**src/rtl/control_sequencer.sv**
```systemverilog
// control_sequencer: captures an instruction word and steps it through
// timesteps T0..T3, driving bus select, load enables, ALU op and status.
//
// Ports:
//   clk, rst_n    clock, async active-low reset
//   run           start request (sampled in T0)
//   din           instruction word / immediate
//   sel           bus mux select (0..7 reg, 8 din, 10 G)
//   r_in          one-hot register-file load enable
//   a_in, g_in    ALU operand / result register load enables
//   alu_op        00 add, 01 sub, 10 and
//   ir_in         IR capture strobe
//   done          instruction complete pulse
//   illegal       undefined-opcode retire pulse
//   busy          high in T1..T3
module control_sequencer #(
  parameter int         DATA_W  = 16,
  parameter logic [3:0] SEL_DIN = 4'd8,
  parameter logic [3:0] SEL_G   = 4'd10
) (
  input  logic              clk,
  input  logic              rst_n,
  input  logic              run,
  input  logic [DATA_W-1:0] din,
  output logic [3:0]        sel,
  output logic [7:0]        r_in,
  output logic              a_in,
  output logic              g_in,
  output logic [1:0]        alu_op,
  output logic              ir_in,
  output logic              done,
  output logic              illegal,
  output logic              busy
);

  typedef enum logic [1:0] {
    T0 = 2'd0,
    T1 = 2'd1,
    T2 = 2'd2,
    T3 = 2'd3
  } step_e;

  step_e             step_q, step_d;
  logic [DATA_W-1:0] ir_q, ir_d;

  logic [3:0] opc;
  logic [2:0] rx, ry;
  logic       is_mv, is_mvi, is_alu, is_bad;
  logic [1:0] op_d;

  logic [3:0] sel_d;
  logic [7:0] r_in_d;
  logic       a_in_d, g_in_d, ir_in_d;
  logic       done_d, ill_d, busy_d;

  logic unused_ir;

  assign opc = ir_q[15:12];
  assign rx  = ir_q[11:9];
  assign ry  = ir_q[8:6];
  assign unused_ir = ^ir_q[5:0];

  always_comb begin
    is_mv  = 1'b0;
    is_mvi = 1'b0;
    is_alu = 1'b0;
    is_bad = 1'b0;
    op_d   = 2'b00;
    unique case (1'b1)
      (opc == 4'd0): is_mv = 1'b1;
      (opc == 4'd1): is_mvi = 1'b1;
      (opc == 4'd2): is_alu = 1'b1;
      (opc == 4'd3): begin
        is_alu = 1'b1;
        op_d   = 2'b01;
      end
      (opc == 4'd4): begin
        is_alu = 1'b1;
        op_d   = 2'b10;
      end
      default: is_bad = 1'b1;
    endcase
  end

  always_comb begin
    step_d  = step_q;
    ir_d    = ir_q;
    sel_d   = 4'd0;
    r_in_d  = 8'd0;
    a_in_d  = 1'b0;
    g_in_d  = 1'b0;
    ir_in_d = 1'b0;
    done_d  = 1'b0;
    ill_d   = 1'b0;
    busy_d  = (step_q != T0);
    unique case (step_q)
      T0: begin
        ir_in_d = run;
        if (run) begin
          ir_d   = din;
          step_d = T1;
        end
      end
      T1: begin
        step_d = T0;
        unique case (1'b1)
          is_mv: begin
            sel_d  = {1'b0, ry};
            r_in_d = 8'd1 << rx;
            done_d = 1'b1;
          end
          is_mvi: begin
            sel_d  = SEL_DIN;
            r_in_d = 8'd1 << rx;
            done_d = 1'b1;
          end
          is_alu: begin
            sel_d  = {1'b0, rx};
            a_in_d = 1'b1;
            step_d = T2;
          end
          default: begin
            done_d = 1'b1;
            ill_d  = is_bad;
          end
        endcase
      end
      T2: begin
        step_d = T0;
        if (is_alu) begin
          sel_d  = {1'b0, ry};
          g_in_d = 1'b1;
          step_d = T3;
        end
      end
      default: begin
        step_d = T0;
        if (is_alu) begin
          sel_d  = SEL_G;
          r_in_d = 8'd1 << rx;
          done_d = 1'b1;
        end
      end
    endcase
  end

  // Outputs are forced low while reset is held, independent of run.
  always_comb begin
    sel     = rst_n ? sel_d : 4'd0;
    r_in    = rst_n ? r_in_d : 8'd0;
    a_in    = rst_n & a_in_d;
    g_in    = rst_n & g_in_d;
    alu_op  = (rst_n & g_in_d) ? op_d : 2'b00;
    ir_in   = rst_n & ir_in_d;
    done    = rst_n & done_d;
    illegal = rst_n & ill_d;
    busy    = rst_n & busy_d;
  end

  always_ff @(posedge clk or negedge rst_n) begin
    if (!rst_n) begin
      step_q <= T0;
      ir_q   <= '0;
    end else begin
      step_q <= step_d;
      ir_q   <= ir_d;
    end
  end

endmodule
```
**config.mk**
```make
export PLATFORM = sky130hd
export DESIGN_NAME = control_sequencer
export DESIGN_NICKNAME = d
export VERILOG_FILES = /design/src/rtl/control_sequencer.sv
export SDC_FILE = /design/constraint.sdc
export NUM_CORES = 1
export LEC_CHECK = 0
export ABC_AREA = 1
export BUFFER_PORTS_ARGS = -buffer_cell sky130_fd_sc_hd__buf_2
export CORE_ASPECT_RATIO = 1.4
export CORE_MARGIN = 5
export CORE_UTILIZATION = 40
export CTS_CLUSTER_DIAMETER = 30
export DETAILED_ROUTE_END_ITERATION = 6
export GPL_ROUTABILITY_DRIVEN = 0
export PLACE_DENSITY = 0.67
export SLEW_MARGIN = 0
export SYNTH_ARGS = -nofsm -noshare
export SYNTH_HDL_FRONTEND = slang
export SYNTH_SLANG_ARGS = --single-unit
```
**constraint.sdc**
```tcl
create_clock -name clk -period 2.82 [get_ports clk]
set_input_delay 0 -clock clk [delete_from_list [all_inputs] [get_ports clk]]
set_output_delay 0 -clock clk [all_outputs]
set_load 0.02 [all_outputs]
```
[Yosys cells after proc, flatten, opt, wreduce, memory -nomap -nowiden]
Cells that the tools add are included.
Cells by class
  bitwise operators: 6
  multiplexer cells: 27
  equal/unequal tests: 7
  reductions and logical operators: 9
  shift operators: 1
Operators with widths (number)
  $mux 8: 3
  $pmux 4 s3: 2
  $pmux 8 s2: 1
  $mux 1: 11
  $eq 4x2->1 const B: 2
  $mux 2: 4
  $mux 4: 2
  $shl 1x3->8 const A: 1
  $and 1x1->1: 6
  $pmux 2 s3: 1
  $reduce_or 3->1: 2
  $reduce_or 5->1: 1
  $eq 4x1->1 const B: 1
  $eq 4x3->1 const B: 1
  $logic_not 4->1: 1
  $pmux 2 s2: 1
  $reduce_or 2->1: 2
  $mux 3: 1
  $eq 2x1->1 const B: 1
  $eq 2x2->1 const B: 1
  $logic_not 2->1: 1
  $ne 2x2->1 const B: 1
  $pmux 1 s2: 1
  $reduce_and 2->1: 1
  $reduce_bool 2->1: 1
Storage, ports and cells
  output and inout bits: 20
  bits of input ports: 19
  flip-flop bits (word level): 18
  word-level logic and storage cells: 52

[Logic depth before layout (Yosys ltp)]
Gate-level depths: netlist of the first run.
  depth in word-level cells: 7
  gate-level depth with buffers: 8
  depth with buffers taken out: 8

[Worst setup path before layout of the first run]
OpenSTA, ideal clock, no wires.
  path kind: flip-flop to output port
  from: register ir_q[15]
  to: output port alu_op[1]
  stages on the path, launching flop included: 8
  required time: 2.820 ns
  buffers on the path: 0
  arrival time: 1.331 ns
  setup slack: 1.489 ns
  path through: dfrtp_1 -> nor2_4 -> nand2_4 -> nand2_8 -> nand2_2 -> nor2_2 -> nand3_1 -> inv_1
Between the ends
  word-level cells in the longest chain between the ends: 7
  elaborated cells on any way between the ends: 10
RTL lines
  start, declared: line 44  | logic [DATA_W-1:0] ir_q, ir_d;
  start signal, assigned: line 166  | ir_q <= ir_d;
  $eq 4x2->1, or another cell as far along: line 72  | (opc == 4'd2): is_alu = 1'b1;
  $reduce_or 3->1 (no line) (*)
  $mux 1 (*): line 69  | unique case (1'b1)
  $mux 1 (*): line 130  | if (is_alu) begin
  $mux 1 (*): line 96  | unique case (step_q)
  $and 1x1->1 (*)
  named net g_in: line 28  | output logic g_in,
  $mux 2 (*): line 153  | alu_op = (rst_n & g_in_d) ? op_d : 2'b00;
  end, declared: line 29  | output logic [1:0] alu_op,
The timed path passes the listed nets; every way through them passes the cells marked *.

[Worst setup path after layout of the first run]
  from: register ir_q[15]
  to: output port sel[0]
Between the ends
  word-level cells in the longest chain between the ends: 6
  elaborated cells on any way between the ends: 13
RTL lines
  $eq 4x2->1, or another cell as far along: line 72
  $reduce_or 3->1 (no line)
  $mux 1: line 69
  $pmux 4 s3 / $mux 3 (equally long branches): line 106, 130
  $pmux 4 s3 (*): line 96
  $mux 4 (*): line 149  | sel = rst_n ? sel_d : 4'd0;
  end, declared: line 25  | output logic [3:0] sel,
Mark *: on every way between the ends. The rest lies on a longest branch, timed or not.

==> results of run 1 <==
[synthesized netlist by cell type]
cell type | count | share of area [%]
nand2_1 | 19 | 8.6
nor2_1 | 14 | 6.3
dfrtp_1 | 12 | 36
inv_1 | 12 | 5.4
a21oi_1 | 10 | 6.0
nand3_1 | 9 | 5.4
mux2_2 | 5 | 6.8
nor2_2 | 5 | 3.8
nand2_4 | 4 | 5.4
nor2_4 | 3 | 4.1
nand2_2 | 2 | 1.5
buf_2 | 1 | 0.60
inv_2 | 1 | 0.45
nand2_8 | 1 | 2.4
nand3_2 | 1 | 1.2
nand3b_4 | 1 | 2.4
nand4_1 | 1 | 0.75
nor3_1 | 1 | 0.60
nor3b_1 | 1 | 0.91
o21ai_2 | 1 | 1.1
[final timing paths]
kind                            from   endpoint
max reg2reg                step_q[0]   ir_q[15]
min                              run  step_q[0]
max                         ir_q[15]     sel[0]
max in group asynchronous      rst_n   ir_q[11]
min reg2reg                  ir_q[6]    ir_q[6]
min in group asynchronous      rst_n    ir_q[6]
[flip-flops by register name, indices dropped and copies added (netlist names)]
signal,flops
ir_q,10
step_q,2
[power by group through the flow]
stage	clock network (µW)	registers, µW	logic, µW
after floorplan	0	276	221
after global placement	0	287	272
after detailed placement	0	290	278
after CTS	104	287	290
after global routing	113	295	322
final	97.7	287	287
[stage by stage]
step,std cells,hold slack (ns),utilization [%]
floorplan,104,-0.2956,-
global placement,156,-0.05289,51.24
detailed placement,156,-0.05561,51.24
CTS,170,0.1638,57.96
global route,170,0.1807,57.96
finish,170,0.1584,57.96
[cell families after synthesis]
logic type | after synthesis | synth area share, %
AO/OA/AOI/OAI | 11 | 7.089
multiplexers | 5 | 6.787
flip-flops | 12 | 36.20
buffers and inverters | 14 | 6.484
AND/OR/NAND/NOR | 62 | 43.44
[routing by layer]
metal / GRT usage, % / part of all wire [%] / up-vias
li1: - / - / 422
met1: 14.51 / 39 / 384
met2: 24.51 / 55 / 17
met3: 3.953 / 5.1 / 2
met4: 6.397 / 0.78 / 0
met5: 0 / 0 / -
[worst register-to-register path, cell delays in order (launching register included)]
cell	delay (ns)
dfrtp_1	0.41
nor2_1	0.21
nand2_2	0.23
mux2_2	0.34
[final cells by class]
cell class              count  area, µm²  share of cell area, %
clock buffers               3      22.52                  1.969
inverters                  13      48.80                  4.267
multi-input cells          78      475.5                  41.58
flip-flops and latches     12      300.3                  26.26
well taps                  21      26.28                  2.298
repair buffers             43      270.3                  23.63
[layout by cell type (no fill, tap or decap)]
cell and instances:
a21oi_1 10, buf_2 32, clkbuf_4 3, dfrtp_1 12
dlygate4sd3_1 11, inv_1 12, inv_2 1, mux2_2 5
nand2_1 19, nand2_2 2, nand2_4 4, nand2_8 1
nand3_1 9, nand3_2 1, nand3b_4 1, nand4_1 1
nor2_1 14, nor2_2 5, nor2_4 3, nor3_1 1
nor3b_1 1, o21ai_2 1
==> flow_summary.json, run 1 <==
{
  "htree_levels": 1,
  "place_area_um2": 1011,
  "design_power_total_uw": 671.2,
  "area_delta_synth_final_pct": 37.86,
  "hold_path_class": "input pin to register",
  "leakagePower_uw": 0.0006441,
  "antenna_left": 0,
  "drive_gt1_share_pct": 39.60,
  "die_w_um": 48.49,
  "clock_path_buffers": 2,
  "fp.dieH_um": 63.89,
  "ff2ff_path_depth": 3,
  "synth_nets": 123,
  "initial_core_util_pct": 42.04,
  "cts.sinks": 12,
  "grt_antenna_before_repair": 0,
  "fillers": 196,
  "ys_seq_area_share_pct": 36.20,
  "worst_slack_ns": 1.140,
  "grt_pass1_vias": 858,
  "start_kind": "register",
  "port-buffer-count": 32,
  "grt_first_pass_wirelength_mm": 3.512,
  "reg2reg_slack_ns": 1.52,
  "stdcell_area_um2": 1144,
  "dp_slack_ns": 1.422,
  "finalCritPeriodShare_pct": 59.59,
  "max-vdd-ir-drop_mv": 0.3332,
  "crit_fanout": 10,
  "drv_slew": 0,
  "p_int_uw": 385.2,
  "cts_setup_buffers": 0,
  "max_cap_violations": 0,
  "crit_required_ns": 2.82,
  "dr.pass1.iters": 4,
  "cp_top_family": "simple AND/OR/NAND/NOR gates",
  "arrival_ns": 1.68,
  "avgSynthCellArea_um2": 7.976,
  "die-area_um2": 3098,
  "pin_count": 39,
  "worst_skew_pair.late_latency_ns": 0.26,
  "p_switching_uw": 286.0,
  "timing.fmax_mhz": 595.1,
  "wl_per_cell_um": 11.27,
  "clockPowerShare_pct": 14.6,
  "grt_max_degree": 18,
  "fin_setup_tns_ns": 0,
  "core_um2": 1973,
  "ys_types": 20,
  "path_class": "register to output pin",
  "outcome": "finished clean",
  "hold_depth": 3,
  "cts_tree": "yes",
  "clock-skew-final_ns": 0.002363,
  "cts_root_buf": "clkbuf_4",
  "rows": 19,
  "p_seq_share_pct": 42.8,
  "finalHoldViolCount": 0,
  "max_stage_delay_ns": 0.44,
  "fin_nets": 170,
  "worstSetupEndpointType": "output pin",
  "drc": 0,
  "num_vias": 825,
  "vias_per_cell": 4.853,
  "overflow": 0,
  "netlist_area_um2": 829.5,
  "path_buf_inv": 1,
  "power.density_nw_per_um2": 586.9,
  "ys_ff_latch": 12,
  "path_common_cell": "nand2_1",
  "drtIter0Drc": 11,
  "p_comb_share_pct": 42.7,
  "antenna_cells": 0,
  "worst-slew-pin-transition_ns": 0.3979,
  "numCtsBuffers": 3,
  "cts_resized": 0,
  "setup_viol": 0,
  "relSlewSlack_pct": 73.47,
  "path_depth": 8,
  "rsz0062_at_grt": "false",
  "path_clk_slew_ns": 0.07,
  "grt.total_usage_pct": 13.70,
  "switching_share_pct": 42.61,
  "drt-total-wl_mm": 1.916,
  "cts-hold-fix-buffers": 11,
  "period_minus_slack_ns": 1.680,
  "yosys_warnings": 0,
  "dp_hpwl_mm": 1.515,
  "slowest_stage": "dfrtp_1",
  "crit_chain": "nor2_4, nand2_4, nand2_8, nand2_1, nand2_1, nand2_1, a21oi_1, buf_2",
  "syn_inst": 104
}
(Power assumes the default switching activity.)
==> run 2, diff against run 1 <==
- ABC_AREA: 1 -> 0
- PLACE_DENSITY: 0.67 -> 0.69
- clock period: 2.82 -> 1.5 ns (I/O delays scaled with it)
==> run 2 against run 1 <==
Against the previous run:
- the flow now finishes with violations (negative setup slack)
- die area rose by 4.5%
- synthesized cell count fell by 14%
- global-route usage rose by 3.2 points
- largest power group is now combinational logic
- sequential share of layout area fell by 7.8 points
- first-iteration DRC count rose by 110%
- count of clock-buffer cells in the layout rose by 1
==> flow_summary.json, run 2 <==
{
  "switching_share_pct": 42.95,
  "rows": 20,
  "violations": "negative setup slack",
  "area_delta_synth_final_pct": 88.14,
  "initial_core_util_pct": 41.18,
  "grt_first_pass_wirelength_mm": 4.416,
  "ys_seq_area_share_pct": 34.29,
  "antenna_left": 0,
  "crit_required_ns": 1.50,
  "drtIter0Drc": 23,
  "finalCritPeriodShare_pct": 117.4,
  "synth_nets": 108,
  "grt.total_usage_pct": 16.92,
  "yosys_warnings": 0,
  "drv_slew": 0,
  "drc": 0,
  "ys_ff_latch": 12,
  "antenna_cells": 0,
  "grt_antenna_before_repair": 0,
  "fin_util_pct": 77.47,
  "yosys.area.top_type": "dfrtp_1",
  "outcome": "finished with violations",
  "numCtsBuffers": 3,
  "synth_top_cell_area_share_pct": 34.29,
  "synthArstFlopShare_pct": 100.0,
  "start_kind": "register",
  "dp_hpwl_mm": 1.792,
  "die_w_um": 49.55,
  "wl_per_cell_um": 16.98,
  "leakagePower_uw": 0.0007031,
  "cts_tree": "yes",
  "ff2ff_path_depth": 5,
  "core_um2": 2127,
  "stdcell_area_um2": 1648,
  "netlist_area_um2": 875.8,
  "final_cells": 176,
  "final_common_cell": "buf_4",
  "p_comb_share_pct": 60.9,
  "place_area_um2": 1146,
  "grt_pass1_vias": 965,
  "fin_nets": 174,
  "fp.dieH_um": 65.37,
  "grt_max_degree": 12,
  "clock-skew-final_ns": 0.004944,
  "mostFrequentLayoutCells": "27 x buf_4, 18 x buf_2, 12 x dlygate4sd3_1, 9 x dfrtp_1, 8 x buf_6",
  "max_cap_violations": 0,
  "synthFlopType": "dfrtp_1",
  "rr_endpoint": "ir_q[6]",
  "ys_top_cells_by_area": "dfrtp_1 34%, mux2_1 6.4%, mux2_2 6.4%, nor4_1 5.7%, a221oi_1 3.0%",
  "dr.pass1.iters": 4,
  "p_int_uw": 1292,
  "regMostFlops": "ir_q",
  "finalHoldViolCount": 0,
  "largest_register_ffs": 10,
  "ys_types": 39,
  "path_clk_slew_ns": 0.08,
  "path_class": "register to output pin",
  "dp_cells": 152,
  "clockPowerShare_pct": 11.9,
  "drt-total-wl_mm": 2.988,
  "setup_viol": 15,
  "cts_root_buf": "clkbuf_4",
  "worst-slew-pin-transition_ns": 0.4485,
  "max-vdd-ir-drop_mv": 0.8241,
  "reg_top3": "ir_q x10, step_q x2",
  "worstSetupEndpointType": "output pin",
  "timing.fmax_mhz": 568.0,
  "p_seq_share_pct": 27.1,
  "avgSynthCellArea_um2": 9.841,
  "power.density_nw_per_um2": 1375,
  "cts.sinks": 12,
  "regToRegStartpoint": "step_q[1]",
  "rsz0062_at_grt": "true",
  "hold_path_class": "input pin to asynchronous set/reset pin",
  "p_switching_uw": 973.0,
  "port-buffer-count": 32,
  "die-area_um2": 3239,
  "vias_per_cell": 5.455,
  "reg2reg_slack_ns": 0.09,
  "dp_slack_ns": 0.03736,
  "synthTopCellsByCount": "12 x dfrtp_1, 8 x nor4_1, 5 x mux2_1, 5 x mux2_2",
  "crit_fanout": 4,
  "syn_inst": 89,
  "arrival_ns": 1.76,
  "period_minus_slack_ns": 1.760,
  "worst_skew_pair.late_latency_ns": 0.29,
  "num_vias": 960,
  "synth_edf_count": 0,
  "pin_count": 39,
  "clock_path_buffers": 2,
  "yosysMostFrequentCell": "dfrtp_1",
  "fillers": 140,
  "htree_levels": 1,
  "regArea_um2": 304.0,
  "overflow": 0,
  "worst_slack_ns": -0.2604,
  "multi_input_area_um2": 745.7,
  "drive_gt1_share_pct": 61.69,
  "relSlewSlack_pct": 70.00,
  "fin_setup_tns_ns": -2.524
}
[run 2: cell types whose count changed in the layout (fill, tap and decap cells not counted), sizes merged, moves of 8 or more]
cell	delta
nor2	-18
inv	-10
nor4	+8
buf	+22
nand2	-22
nand3	-8
[run 2: cell type report]
cell class | count | area share, %
clock buffers | 4 | 2.202
well taps | 22 | 1.670
multi-input cells | 69 | 45.25
inverters | 3 | 0.6834
flip-flops and latches | 12 | 18.45
repair buffers | 66 | 31.74
[run 2: routing by layer]
| layer | global-route usage [%] | part of all wire (%) |
|---|---|---|
| met1 | 19.72 | 41 |
| met2 | 30.10 | 54 |
| met3 | 2.494 | 2.2 |
| met4 | 7.213 | 2.5 |
| met5 | 0 | 0 |
[run 2: kinds of logic after synthesis]
family	after synthesis	synth area share, %
simple gates	42	31.86
compound gates	15	13.57
flops	12	34.29
mux	11	14.00
buf+inv	8	5.284
xor+xnor	1	1.000
[run 2: per-stage QoR]
step	hold WS [ns]	total power, µW
2_1_floorplan	-0.2956	1119
3_3_place_gp	-0.1606	1387
3_5_place_dp	-0.1589	1427
4_1_cts	-0.4607	1799
5_1_grt	0.1881	2406
6_report	0.1578	2265
[run 2: power groups by stage]
stage	logic, µW	registers (µW)	clock network [µW]
after global placement	824	562	0
after CTS	948	582	269
after floorplan	601	518	0
final	1380	614	271
after detailed placement	853	574	0
after global routing	1480	629	299
[run 2: worst max-delay path by stage]
| stage | startpoint | endpoint | cells past startpoint |
|---|---|---|---|
| 2_1_floorplan | ir_q[13] | r_in[0] | 4 |
| 3_3_place_gp | ir_q[13] | sel[0] | 4 |
| 3_5_place_dp | ir_q[13] | sel[0] | 4 |
| 4_1_cts | ir_q[13] | sel[1] | 4 |
| 5_1_grt | ir_q[12] | sel[2] | 6 |
| 6_report | ir_q[12] | sel[1] | 4 |
[run 2: worst max-delay path, stage by stage, from the launching register on]
cell     delay, ns
dfrtp_2       0.46
o21ai_2       0.16
or4b_4        0.54
o32ai_4       0.16
buf_6         0.16
[run 2: timing repair]
item,4_1_cts,5_1_grt
hold buffers,11,1
buffers inserted,0,8
hold endpoints to repair,22,3
pin swaps,7,10
endpoints found under the setup margin,16,17
resized for setup,18,41
==> run 3, diff against run 2 <==
- PLACE_DENSITY: 0.69 -> 0.67
- clock period: 1.5 -> 2.11 ns (I/O delays scaled with it)
==> run 3 against run 2 <==
Against the previous run:
- the run now ends clean
- sequential power fell by 29%
- critical path depth did not move
- global-route usage down 2.6 points
- via count decreased by 11%
- count of clock-buffer cells in the layout fell by 1
- largest power group unchanged
==> flow_summary.json, run 3 (synthesis gave the netlist of run 2 again) <==
{
  "worst-slew-pin-transition_ns": 0.4622,
  "fp.dieH_um": 65.37,
  "reg_top3": "ir_q x10, step_q x2",
  "setup_viol": 0,
  "rsz0062_at_grt": "false",
  "multi_input_area_um2": 529.3,
  "initial_core_util_pct": 41.18,
  "max_stage_delay_ns": 0.51,
  "worstSetupEndpointType": "output pin",
  "dp_cells": 140,
  "vias_per_cell": 5.558,
  "antenna_left": 0,
  "drv_slew": 0,
  "met2_usage_pct": 27.39,
  "port-buffer-count": 32,
  "leakagePower_uw": 0.0005475,
  "rows": 20,
  "htree_levels": 1,
  "numCtsBuffers": 3,
  "core_um2": 2127,
  "fillers": 183,
  "relSlewSlack_pct": 69.19,
  "pin_count": 39,
  "mostFrequentLayoutCells": "32 x buf_2, 12 x dfrtp_1, 11 x dlygate4sd3_1, 8 x nor4_1",
  "cts_setup_buffers": 0,
  "timing.fmax_mhz": 522.8,
  "crit_fanout": 11,
  "die_w_um": 49.55,
  "grt-busiest-layer": "met2",
  "path_class": "register to output pin",
  "cts.sinks": 12,
  "die-area_um2": 3239,
  "drtIter0Drc": 14,
  "regArea_um2": 300.3,
  "max-vdd-ir-drop_mv": 0.5068,
  "final_cells": 154,
  "grt_pass1_vias": 840,
  "final_common_cell": "buf_2",
  "gr-usage-met1_pct": 14.49,
  "largest_register_ffs": 10,
  "grt_util_met3_pct": 2.948,
  "fin_nets": 153,
  "drt-total-wl_mm": 2.141,
  "power.density_nw_per_um2": 882.4,
  "outcome": "finished clean",
  "grt.total_usage_pct": 14.31,
  "crit_chain": "o21ai_1, or4b_4, o22ai_1, buf_2",
  "clock_path_buffers": 2,
  "overflow": 0,
  "dp_hpwl_mm": 1.590,
  "wl_per_cell_um": 13.90,
  "area_delta_synth_final_pct": 34.29,
  "slowest_stage": "dfrtp_1",
  "num_vias": 856,
  "dr.pass1.iters": 4,
  "grt_antenna_before_repair": 0,
  "cts_tree": "yes",
  "grt_max_degree": 15,
  "fin_setup_tns_ns": 0,
  "path_clk_slew_ns": 0.07,
  "start_kind": "register",
  "finalHoldViolCount": 0,
  "finalCritPeriodShare_pct": 90.66,
  "period_minus_slack_ns": 1.913,
  "crit_required_ns": 2.11,
  "arrival_ns": 1.91,
  "hold_path_class": "input pin to asynchronous set/reset pin",
  "worst_skew_pair.late_latency_ns": 0.27,
  "ff2ff_path_depth": 3,
  "grt_first_pass_wirelength_mm": 3.712,
  "antenna_cells": 0,
  "regMostFlops": "ir_q",
  "cts_root_buf": "clkbuf_4",
  "drc": 0,
  "max_cap_violations": 0,
  "clock-skew-final_ns": 0.002868,
  "cts_resized": 0,
  "drive_gt1_share_pct": 37.12
}
==> run 3: cell count changes in the layout (fill, tap and decap cells not counted), moves of 5 or more <==
| cell | delta |
|---|---|
| buf_2 | +14 |
| buf_4 | -25 |
| buf_6 | -8 |
| nor4_1 | +6 |
| nor4_2 | -5 |
==> run 3: critical path, delay by kind of cell, from the launching register on <==
family	cells	cell delay (ns)
flops	1	0.51
simple gates	1	0.50
compound gates	2	0.43
buf+inv	1	0.19
==> run 3: final timing paths <==
kind / end / from / slack (ns)
max: sel[0] / ir_q[13] / 0.20
min: step_q[0] / rst_n / 0.09
max reg2reg: ir_q[11] / step_q[0] / 0.48
min reg2reg: ir_q[8] / ir_q[8] / 0.51
max in group asynchronous: ir_q[9] / rst_n / 1.65
min in group clk: ir_in / run / 0.37
==> run 3: stage by stage <==
stage	area (µm²)	hold slack [ns]	utilization, %	power (µW)	setup WS [ns]
6_report	1176	0.08542	55.29	1038	0.1971
4_1_cts	1176	0.05402	55.29	1047	0.2045
2_1_floorplan	875.8	-0.2956	-	795.3	0.4524
5_1_grt	1176	0.08086	55.29	1122	0.03333
3_3_place_gp	1044	-0.1883	49.06	868.8	0.5203
3_5_place_dp	1044	-0.1848	49.06	890.6	0.4923
==> run 3: final cells by class <==
class                           count  area share (%)
Sequential cell                    12           25.53
Tap cell                           22           2.340
Multi-Input combinational cell     69           45.00
Inverter                            3          0.9574
Timing Repair Buffer               45           24.26
Clock buffer                        3           1.915
==> run 3: report_power, final <==
part	internal (µW)	switching [µW]	leakage [µW]	total [µW]
registers	304	129	0.000143	433
logic	234	235	0.000391	469
clock network	66.0	70.4	0.0000138	136
total	604	434	0.000548	1040
==> run 3: metal layers <==
| metal | routed length [µm] | part of all wire [%] |
|---|---|---|
| met5 | 0 | 0 |
| met4 | 38 | 1.8 |
| met3 | 73 | 3.4 |
| met2 | 1192 | 56 |
| met1 | 837 | 39 |
==> run 3: what timing repair did <==
action,CTS,global route
hold buffers,11,0
endpoints found under the setup margin,0,0
endpoints found under the hold margin,22,0
